<file path="src/rtl/nn_layer_sequencer_if.sv">
// Handshake and vector bus between the layer sequencer, its upstream/downstream
// ports and the chain of layer instances it drives.
interface nn_layer_sequencer_if #(
  parameter int BIT_WIDTH  = 32,
  parameter int MAX_WIDTH  = 5,
  parameter int NUM_LAYERS = 3
);
  localparam int VecWidth = MAX_WIDTH * BIT_WIDTH;

  logic                           in_valid;
  logic                           in_ready;
  logic [VecWidth-1:0]            in_data;
  logic [NUM_LAYERS-1:0]          layer_start;
  logic [NUM_LAYERS-1:0]          layer_done;
  logic [VecWidth-1:0]            layer_in;
  logic [NUM_LAYERS*VecWidth-1:0] layer_out;
  logic                           out_valid;
  logic                           out_ready;
  logic [VecWidth-1:0]            out_data;

  modport master (
    input  in_valid, in_data, layer_done, layer_out, out_ready,
    output in_ready, layer_start, layer_in, out_valid, out_data
  );

  modport slave (
    output in_valid, in_data, layer_done, layer_out, out_ready,
    input  in_ready, layer_start, layer_in, out_valid, out_data
  );
endinterface

</file>
<file path="src/rtl/nn_layer_sequencer.sv">
// Runs one inference through NUM_LAYERS layers: start pulse, edge-qualified done,
// capture into a single ping buffer, per-layer watchdog, final vector handshake.
module nn_layer_sequencer #(
  parameter int BIT_WIDTH      = 32,
  parameter int FRACTION_WIDTH = 15,
  parameter int NUM_LAYERS     = 3,
  parameter int MAX_WIDTH      = 5,
  parameter int TIMEOUT_CYCLES = 1024
) (
  input  logic                 clk,
  input  logic                 rst,
  input  logic                 soft_clr,
  nn_layer_sequencer_if.master bus,
  output logic                 busy,
  output logic [2:0]           cur_layer,
  output logic                 error
);
  localparam int VecWidth   = MAX_WIDTH * BIT_WIDTH;
  localparam int TimerWidth = $clog2(TIMEOUT_CYCLES);
  localparam logic [TimerWidth-1:0] TimerLast = TimerWidth'(TIMEOUT_CYCLES - 1);
  localparam logic [2:0] LastLayer = 3'(NUM_LAYERS - 1);
  localparam logic [NUM_LAYERS-1:0] FirstStart = NUM_LAYERS'(1);

  if (NUM_LAYERS < 1 || NUM_LAYERS > 8 || TIMEOUT_CYCLES < 2 ||
      FRACTION_WIDTH < 0 || FRACTION_WIDTH >= BIT_WIDTH) begin : g_bad_params
    $error("nn_layer_sequencer: illegal parameter combination");
  end

  typedef enum logic [2:0] {IDLE, START, WAIT, CAPTURE, OUTPUT, ERROR} state_t;

  state_t                  state_q;
  logic [VecWidth-1:0]     buf_q;
  logic [2:0]              cur_layer_q;
  logic [TimerWidth-1:0]   timer_q;
  logic                    armed_q;
  logic [NUM_LAYERS-1:0]   start_q;
  logic                    in_ready_q;
  logic                    out_valid_q;
  logic                    busy_q;
  logic                    error_q;

  logic                    done_sel;
  logic [VecWidth-1:0]     capture_vec;
  logic [2:0]              next_layer_d;
  logic [NUM_LAYERS-1:0]   next_start_d;

  // Only the active layer's done and output slice are ever looked at.
  always_comb begin
    done_sel    = 1'b0;
    capture_vec = '0;
    for (int k = 0; k < NUM_LAYERS; k++) begin
      if (cur_layer_q == 3'(k)) begin
        done_sel    = bus.layer_done[k];
        capture_vec = bus.layer_out[k*VecWidth +: VecWidth];
      end
    end
  end

  assign next_layer_d = cur_layer_q + 3'd1;

  always_comb begin
    next_start_d = '0;
    for (int k = 0; k < NUM_LAYERS; k++) begin
      next_start_d[k] = (next_layer_d == 3'(k));
    end
  end

  // Outputs are registered alongside the state transition so each one is
  // valid for exactly the cycles the matching state is occupied.
  always_ff @(posedge clk or posedge rst) begin
    if (rst) begin
      state_q     <= IDLE;
      buf_q       <= '0;
      cur_layer_q <= '0;
      timer_q     <= '0;
      armed_q     <= 1'b0;
      start_q     <= '0;
      in_ready_q  <= 1'b1;
      out_valid_q <= 1'b0;
      busy_q      <= 1'b0;
      error_q     <= 1'b0;
    end else begin
      start_q <= '0;
      if (soft_clr) begin
        state_q     <= IDLE;
        timer_q     <= '0;
        armed_q     <= 1'b0;
        in_ready_q  <= 1'b1;
        out_valid_q <= 1'b0;
        busy_q      <= 1'b0;
        error_q     <= 1'b0;
      end else begin
        case (state_q)
          IDLE: begin
            if (bus.in_valid) begin
              buf_q       <= bus.in_data;
              cur_layer_q <= '0;
              start_q     <= FirstStart;
              state_q     <= START;
              in_ready_q  <= 1'b0;
              busy_q      <= 1'b1;
            end
          end
          START: begin
            timer_q <= '0;
            armed_q <= 1'b0;
            state_q <= WAIT;
          end
          WAIT: begin
            // A done that was already high when the layer started must drop
            // once before it can count, so stale level dones are ignored.
            if (armed_q && done_sel) begin
              state_q <= CAPTURE;
            end else begin
              if (!done_sel) begin
                armed_q <= 1'b1;
              end
              if (timer_q == TimerLast) begin
                state_q <= ERROR;
                error_q <= 1'b1;
              end else begin
                timer_q <= timer_q + 1'b1;
              end
            end
          end
          CAPTURE: begin
            buf_q <= capture_vec;
            if (cur_layer_q == LastLayer) begin
              state_q     <= OUTPUT;
              out_valid_q <= 1'b1;
            end else begin
              cur_layer_q <= next_layer_d;
              start_q     <= next_start_d;
              state_q     <= START;
            end
          end
          OUTPUT: begin
            if (bus.out_ready) begin
              state_q     <= IDLE;
              out_valid_q <= 1'b0;
              in_ready_q  <= 1'b1;
              busy_q      <= 1'b0;
            end
          end
          ERROR: begin
            state_q <= ERROR;
          end
          default: begin
            state_q     <= IDLE;
            in_ready_q  <= 1'b1;
            out_valid_q <= 1'b0;
            busy_q      <= 1'b0;
          end
        endcase
      end
    end
  end

  assign bus.in_ready    = in_ready_q;
  assign bus.layer_start = start_q;
  assign bus.layer_in    = buf_q;
  assign bus.out_valid   = out_valid_q;
  assign bus.out_data    = buf_q;
  assign busy            = busy_q;
  assign cur_layer       = cur_layer_q;
  assign error           = error_q;
endmodule

</file>
<file path="src/flat_wrapper.sv">
// flat-port wrapper written by rule: the top's interface ports become plain ports
module nn_layer_sequencer_flat 
#(
  parameter int BIT_WIDTH      = 32,
  parameter int FRACTION_WIDTH = 15,
  parameter int NUM_LAYERS     = 3,
  parameter int MAX_WIDTH      = 5,
  parameter int TIMEOUT_CYCLES = 1024
)
  (clk, rst, soft_clr, busy, cur_layer, error, bus_in_valid, bus_in_data, bus_layer_done, bus_layer_out, bus_out_ready, bus_in_ready, bus_layer_start, bus_layer_in, bus_out_valid, bus_out_data);
  nn_layer_sequencer_if #(.BIT_WIDTH(BIT_WIDTH), .MAX_WIDTH(MAX_WIDTH), .NUM_LAYERS(NUM_LAYERS)) bus_i ();
  input  logic clk;
  input  logic rst;
  input  logic soft_clr;
  output logic busy;
  output logic [2:0] cur_layer;
  output logic error;
  input wire logic [$bits(bus_i.in_valid)-1:0] bus_in_valid;
  input wire logic [$bits(bus_i.in_data)-1:0] bus_in_data;
  input wire logic [$bits(bus_i.layer_done)-1:0] bus_layer_done;
  input wire logic [$bits(bus_i.layer_out)-1:0] bus_layer_out;
  input wire logic [$bits(bus_i.out_ready)-1:0] bus_out_ready;
  output wire logic [$bits(bus_i.in_ready)-1:0] bus_in_ready;
  output wire logic [$bits(bus_i.layer_start)-1:0] bus_layer_start;
  output wire logic [$bits(bus_i.layer_in)-1:0] bus_layer_in;
  output wire logic [$bits(bus_i.out_valid)-1:0] bus_out_valid;
  output wire logic [$bits(bus_i.out_data)-1:0] bus_out_data;
  assign bus_i.in_valid = bus_in_valid;
  assign bus_i.in_data = bus_in_data;
  assign bus_i.layer_done = bus_layer_done;
  assign bus_i.layer_out = bus_layer_out;
  assign bus_i.out_ready = bus_out_ready;
  assign bus_in_ready = bus_i.in_ready;
  assign bus_layer_start = bus_i.layer_start;
  assign bus_layer_in = bus_i.layer_in;
  assign bus_out_valid = bus_i.out_valid;
  assign bus_out_data = bus_i.out_data;
  nn_layer_sequencer #(.BIT_WIDTH(BIT_WIDTH), .FRACTION_WIDTH(FRACTION_WIDTH), .NUM_LAYERS(NUM_LAYERS), .MAX_WIDTH(MAX_WIDTH), .TIMEOUT_CYCLES(TIMEOUT_CYCLES)) u_core (.clk(clk), .rst(rst), .soft_clr(soft_clr), .bus(bus_i), .busy(busy), .cur_layer(cur_layer), .error(error));
endmodule
</file>
<file path="config.mk">
export PLATFORM = sky130hd
export DESIGN_NAME = nn_layer_sequencer_flat
export DESIGN_NICKNAME = d
export VERILOG_FILES = /design/src/rtl/nn_layer_sequencer_if.sv /design/src/rtl/nn_layer_sequencer.sv /design/src/flat_wrapper.sv
export SDC_FILE = /design/constraint.sdc
export NUM_CORES = 1
export LEC_CHECK = 0
export BUFFER_PORTS_ARGS = -buffer_cell sky130_fd_sc_hd__buf_2
export CAP_MARGIN = 20
export CORE_AREA = 2 2 383 385
export CTS_BUF_LIST = sky130_fd_sc_hd__clkbuf_8
export DETAILED_ROUTE_END_ITERATION = 7
export DIE_AREA = 0 0 385 387
export HOLD_SLACK_MARGIN = 0.1
export PLACE_DENSITY = 0.3
export SETUP_SLACK_MARGIN = 0.5
export SLEW_MARGIN = 20
export SYNTH_ARGS = -nofsm -noshare
export SYNTH_HDL_FRONTEND = slang
export SYNTH_SLANG_ARGS = --single-unit
</file>
<file path="constraint.sdc">
create_clock -name clk -period 6.2 [get_ports clk]
set_clock_uncertainty 0.15 [all_clocks]
set_input_delay 0.62 -clock clk [delete_from_list [all_inputs] [get_ports clk]]
set_output_delay 0.62 -clock clk [all_outputs]
set_load 0.02 [all_outputs]
</file>
Word-level counts from Yosys, hierarchy flattened
Index checks and enable logic that the tools add are counted.
- reduce and logical (&&, ||, !) cells: 18
- $mul: 0
- shift operators: 0
- add/sub/neg operators: 2
- eq/ne operators: 22
- divide/modulo/power cells: 0
- bitwise operators: 1
- muxes and demuxes: 45
- $lt $le $gt $ge: 0
- operators by type and width (kind ; number):
    160-bit two-way mux ; 4
    160-bit one-hot mux with 2 select lines ; 1
    10-bit two-way mux ; 3
    3-bit two-way mux ; 10
    3-bit AND reduction ; 7
    10-bit one-hot mux with 2 select lines ; 1
    1-bit two-way mux ; 19
    3-bit one-hot mux with 6 select lines ; 1
    3-bit != test, second input constant ; 5
    3-bit by 2-bit equality test with 1-bit output, second input constant ; 4
    3-bit one-hot mux with 2 select lines ; 2
    10-bit by 1-bit adder with 10-bit output, second input constant ; 1
    10-bit equality test, second input constant ; 1
    3-bit by 1-bit equality test with 1-bit output, second input constant ; 3
    3-bit logical NOT ; 3
    1-bit one-hot mux with 3 select lines ; 3
    4-bit OR reduction ; 2
    3-bit equality test, second input constant ; 2
    2-bit != test, second input constant ; 3
    2-bit nonzero test ; 3
    2-bit by 1-bit != test with 1-bit output, second input constant ; 2
    4-bit by 2-bit != test with 1-bit output, second input constant ; 1
    4-bit AND reduction ; 1
    3-bit by 1-bit adder with 3-bit output, second input constant ; 1
    other kinds (5) ; 5
- memories kept: 0
- bits in registers: 184
- RAM bits: 0
- logic and storage cells: 98
- input bits: 648
- bits in latches: 0
- ROM bits: 0
- output and inout port bits: 330

Longest topological paths before layout
- word-level depth: 8
- depth in mapped cells: 10
- gate-level depth less buffers: 7

Least setup slack after synthesis
OpenSTA, ideal clock, no wires.
- kind: register -> register
- from: reg u_core.cur_layer_q[1] (netlist: u_core.cur_layer[1])
- to: reg u_core.timer_q[4]
- data required time: 5.981 ns
- path buffers: 1
- data arrival time: 2.109 ns
- stages on the path, launching flop included: 9
- slack: 3.873 ns
- path through: dfrtp_1 inv_1 ha_1 buf_2 a21oi_1 a221oi_2 a211o_1 or4_1 nand3_1
- longest elaborated chain between the ends: 7
- elaborated cells between the ends (all ways): 9
- those cells by class: eq/ne: 3; mux: 3; reduce/logical: 3
- ends and longest elaborated chain (what ; RTL line ; source):
    start, declared ; nn_layer_sequencer.sv:33 ; logic [2:0] cur_layer_q;
    start signal, assigned ; nn_layer_sequencer.sv:132 ; cur_layer_q <= next_layer_d;
    3-bit logical NOT ; nn_layer_sequencer.sv:52 ; if (cur_layer_q == 3'(k)) begin
    1-bit two-way mux (2 in series) ; nn_layer_sequencer.sv:52 ;
    1-bit two-way mux (*) ; nn_layer_sequencer.sv:52 ;
    1-bit logical AND (*) ; nn_layer_sequencer.sv:112 ; if (armed_q && done_sel) begin
    3-bit != test (no source line) (*) ; n/a ;
    3-bit AND reduction (no source line) (*) ; n/a ;
    end signal, assigned ; nn_layer_sequencer.sv:122 ; timer_q <= timer_q + 1'b1;
    end, declared ; nn_layer_sequencer.sv:34 ; logic [TimerWidth-1:0] timer_q;
Mark *: on every way between the ends. The rest lies on a longest branch, timed or not.
A chain may end at the register's enable or synchronous reset.

Final worst setup path
- from: reg u_core.cur_layer_q[0] (netlist: u_core.cur_layer[0])
- to: reg u_core.state_q[2]
- longest elaborated chain between the ends: 8
- elaborated cells between the ends (all ways): 13
- those cells by class: eq/ne: 3; mux: 7; reduce/logical: 3
- ends and longest elaborated chain (what ; RTL line ; source):
    3-bit logical NOT ; nn_layer_sequencer.sv:52 ;
    1-bit two-way mux (3 in series) ; nn_layer_sequencer.sv:52 ;
    1-bit logical AND ; nn_layer_sequencer.sv:112 ;
    3-bit two-way mux ; nn_layer_sequencer.sv:112 ;
    3-bit one-hot mux with 6 select lines ; nn_layer_sequencer.sv:93 ; case (state_q)
    3-bit two-way mux ; nn_layer_sequencer.sv:84 ; if (soft_clr) begin
    end signal, assigned ; nn_layer_sequencer.sv:85 ; state_q <= IDLE;
    end signal, assigned ; nn_layer_sequencer.sv:99 ; state_q <= START;
    end signal, assigned ; nn_layer_sequencer.sv:113 ; state_q <= CAPTURE;
    end, declared ; nn_layer_sequencer.sv:31 ; state_t state_q;
Several ways; a longest one is shown, not always the timed one.

==> impl_metrics.py <==
metrics = {
    "sta": {
        "rsz0062_at_grt": "false",
        "finalCritPeriodShare": 0.576,
        "max_slew_margin": 0.349,
        "maxSlewViolCount": 0,
        "setup_slack_ns": 2.63,
        "fin_hold_ws_ns": 0.200,
        "fmax_ghz": 0.280,
        "fin_tns_setup_ns": 0,
        "hold_viol": 0,
        "setup_violations": 0,
        "fin_crit_ns": 3.57,
        "worst_pin_slew_ns": 0.976,
    },
    "finish": {
        "syn_to_final_growth_pct": 56.1,
        "drive_gt1_frac": 0.376,
        "fillerInstances": 17000,
        "fin_area_um2": 21800,
        "final_net_count": 3436,
        "stdcell_count": 4726,
    },
    "worst_setup_path": {
        "r2r-start": "u_core.cur_layer[0]",
        "critPathMaxFanout": 58,
        "end_kind": "flip-flop",
        "ff2ff_path_depth": 9,
        "path_class": "reg2reg",
        "critPathLaunch": "u_core.cur_layer[0]",
        "cp_data_required_time_ns": 6.64,
        "rrSetupSlack_ns": 2.63,
        "worst_ep_arrival_time_ns": 4.01,
        "critPathLaunchType": "flip-flop",
        "r2r-end": "u_core.state_q[2]",
    },
    "floorplanning": {
        "fp.dieH_um": 387,
        "start_util": 0.0965,
        "ios": 978,
        "rows": 140,
        "dieArea_um2": 149000,
        "core_um2": 145000,
        "die_x_um": 385,
    },
    "grt": {
        "grt_pass1_vias": 17900,
        "grt-ovfl-total": 0,
        "grt_max_degree": 146,
        "met2_usage": 0.237,
        "grt_use_total": 0.143,
        "grt_pass1_wl_mm": 149,
        "grt_util_met1": 0.180,
        "antenna_found_initial": 45,
        "globalRouteMet3Util": 0.0428,
        "grt-busiest-layer": "met2",
    },
    "drt": {
        "drtIter0Drc": 898,
        "wl_per_cell_um": 23.3,
        "ant_nets": 0,
        "routed_wl_mm": 110,
        "num_vias": 17600,
        "vias_per_cell": 3.73,
        "first_pass_iters": 5,
        "drc": 0,
    },
    "synthesis": {
        "synth_warnings": 0,
        "synth_cells": 1936,
        "yosys.area_share.simple": 0.285,
        "yosysSeqAreaShare": 0.330,
        "ys_ff_latch": 184,
        "synth_xor_area_frac": 0.000627,
        "synthMuxAreaShare": 0.00224,
        "yosys.area_share.adder": 0.00537,
        "synth_top_family_by_area": "simple AND/OR/NAND/NOR gates",
        "syn-cell-area_um2": 14000,
        "syn-num-nets": 2590,
        "syn_area_per_cell_um2": 7.22,
        "synth_compound_area_frac": 0.234,
        "ys_types": 46,
    },
    "min_path": {
        "worstHoldPathType": "in2reg",
        "whs_path_depth": 5,
        "hold_end": "u_core.bus.layer_in[29]",
        "hp-start": "bus_layer_out[189]",
    },
    "power_and_ir_drop": {
        "cellPowerDensity_nw_per_um2": 380,
        "vdd_drop_max_v": 0.000142,
        "leakage_nw": 9.42,
    },
    "cts": {
        "cts-root-buf": "clkbuf_8",
        "cts_buffers": 17,
        "cts_tree": "yes",
        "postCtsSetupBuffers": 0,
        "clkLatencyLatePin_ns": 0.65,
        "cts_resized": 0,
        "cts_num_sinks": 184,
        "cts_max_level": 4,
        "clk_pin_slew_ns": 0.13,
        "clock_path_buffers": 2,
    },
    "placement": {
        "io_buffers": 977,
        "hpwl_mm": 88.3,
        "place_area_um2": 19700,
        "routabilityCongestion": 0.894,
        "dpl.cell_count": 4511,
        "pre_cts_slack_ns": 3.09,
    },
    "outcome": {
        "status": "finished, final reports clean",
    },
    "job": {
        "maxCapViolations": 0,
    },
}
cell type report:
class	instances	area, um^2	share of cell area
Timing Repair Buffer	1174	6890	0.316
Multi-Input combinational cell	1398	7430	0.340
Clock buffer	17	234	0.0107
Clock inverter	15	185	0.00849
Tap cell	1917	2400	0.110
Antenna cell	14	35.0	0.00161
Inverter	7	30.0	0.00138
Sequential cell	184	4610	0.211
per-layer routing:
layer / vias to the layer above / share of wire
met1: 8493 / 0.43
met3: 102 / 0.077
li1: 8292 / -
met2: 718 / 0.47
met5: - / 0.0017
met4: 28 / 0.019
timing repair:
item,in CTS,in global routing
hold buffers,169,0
endpoints found under the hold margin,346,0
setup endpoints to repair,0,0
how the worst max path moves through the flow:
| stage | end | cells past startpoint |
|---|---|---|
| after floorplan | u_core.armed_q | 1 |
| after global placement | u_core.bus.layer_in[148] | 7 |
| after detailed placement | u_core.bus.layer_in[159] | 6 |
| after CTS | u_core.state_q[2] | 9 |
| after global routing | u_core.state_q[2] | 9 |
| final | u_core.state_q[2] | 9 |
synthesized netlist by cell type (all sizes together):
| cell type | number | area (um^2) |
|---|---|---|
| a2111oi | 1 | 8.76 |
| a211o | 2 | 17.5 |
| a211oi | 3 | 22.5 |
| a21boi | 2 | 15.0 |
| a21o | 3 | 22.5 |
| a21oi | 169 | 846 |
| a221oi | 161 | 1420 |
| a311oi | 1 | 8.76 |
| a31oi | 1 | 6.26 |
| a32o | 2 | 20.0 |
| and2 | 3 | 18.8 |
| and3 | 2 | 12.5 |
| buf | 204 | 1440 |
| clkbuf | 143 | 537 |
| dfrtp | 183 | 4580 |
| dfstp | 1 | 26.3 |
| ha | 6 | 75.1 |
| inv | 7 | 26.3 |
| mux2 | 1 | 11.3 |
| mux2i | 2 | 20.0 |
| nand2 | 171 | 642 |
| nand2b | 3 | 26.3 |
| nand3 | 12 | 60.1 |
| nand3b | 3 | 22.5 |
| nor2 | 334 | 1260 |
| nor2b | 163 | 1020 |
| nor3 | 165 | 826 |
| nor3b | 1 | 7.51 |
| nor4 | 1 | 6.26 |
| o211ai | 3 | 22.5 |
| o21a | 1 | 7.51 |
| o21ai | 166 | 831 |
| o31ai | 2 | 15.0 |
| o41ai | 1 | 8.76 |
| or2 | 3 | 18.8 |
| or3 | 5 | 31.3 |
| or4 | 4 | 30.0 |
| xnor2 | 1 | 8.76 |
kinds of logic after synthesis:
family	count (synthesis)
flops	184
xor+xnor	1
simple gates	870
buf+inv	354
compound gates	518
fa+ha+maj	6
mux	3
power by group:
part	switching (mW)	leakage, nW	internal [mW]	total [mW]
logic	3.41	7.15	1.49	4.90
registers	0.656	2.07	1.71	2.37
clock network	0.671	0.205	0.343	1.01
worst max-delay path: stages (launching register included):
cell and delay (ns):
dfrtp_1 0.50, inv_1 0.20, ha_4 0.58, buf_4 0.62
nor2b_1 0.30, nand2_1 0.09, mux2i_1 0.15, nand2_1 0.08
a311oi_1 0.26, dlygate4sd3_1 0.57
layout by cell type, fill, tap and decap left out, drive strengths merged, types with 2 or more instances in the layout:
cell type and instances:
a221oi 161, and3 2, and2 3, buf 1005, a211o 2, nand3b 3
o211ai 3, nor2 334, inv 12, clkinvlp 3, mux2i 2, ha 6
or3 5, a21boi 2, diode 14, dlygate4sd3 169, nand2b 3, nor2b 163
o31ai 2, or4 4, nand2 171, a211oi 3, clkbuf 17, o21ai 166
nand3 12, or2 3, a21o 3, dfrtp 183, a32o 2, nor3 165
a21oi 169, clkinv 6
registers in the layout, summed over array words and instances (netlist names):
name / flops
u_core.timer_q: 10
u_core.armed_q: 1
u_core.bus.layer_in: 160
u_core.bus.in_ready: 1
u_core.bus.out_valid: 1
u_core.busy: 1
u_core.cur_layer: 3
u_core.state_q: 3
u_core.bus.layer_start: 3
u_core.error: 1
per-stage QoR:
| step | power (mW) | util |
|---|---|---|
| after floorplan | 5.44 | - |
| after global routing | 8.87 | 0.150 |
| after CTS | 8.51 | 0.150 |
| after detailed placement | 7.34 | 0.136 |
| final | 8.29 | 0.151 |
| after global placement | 7.35 | 0.136 |
Power figures use the tool's default switching activity.
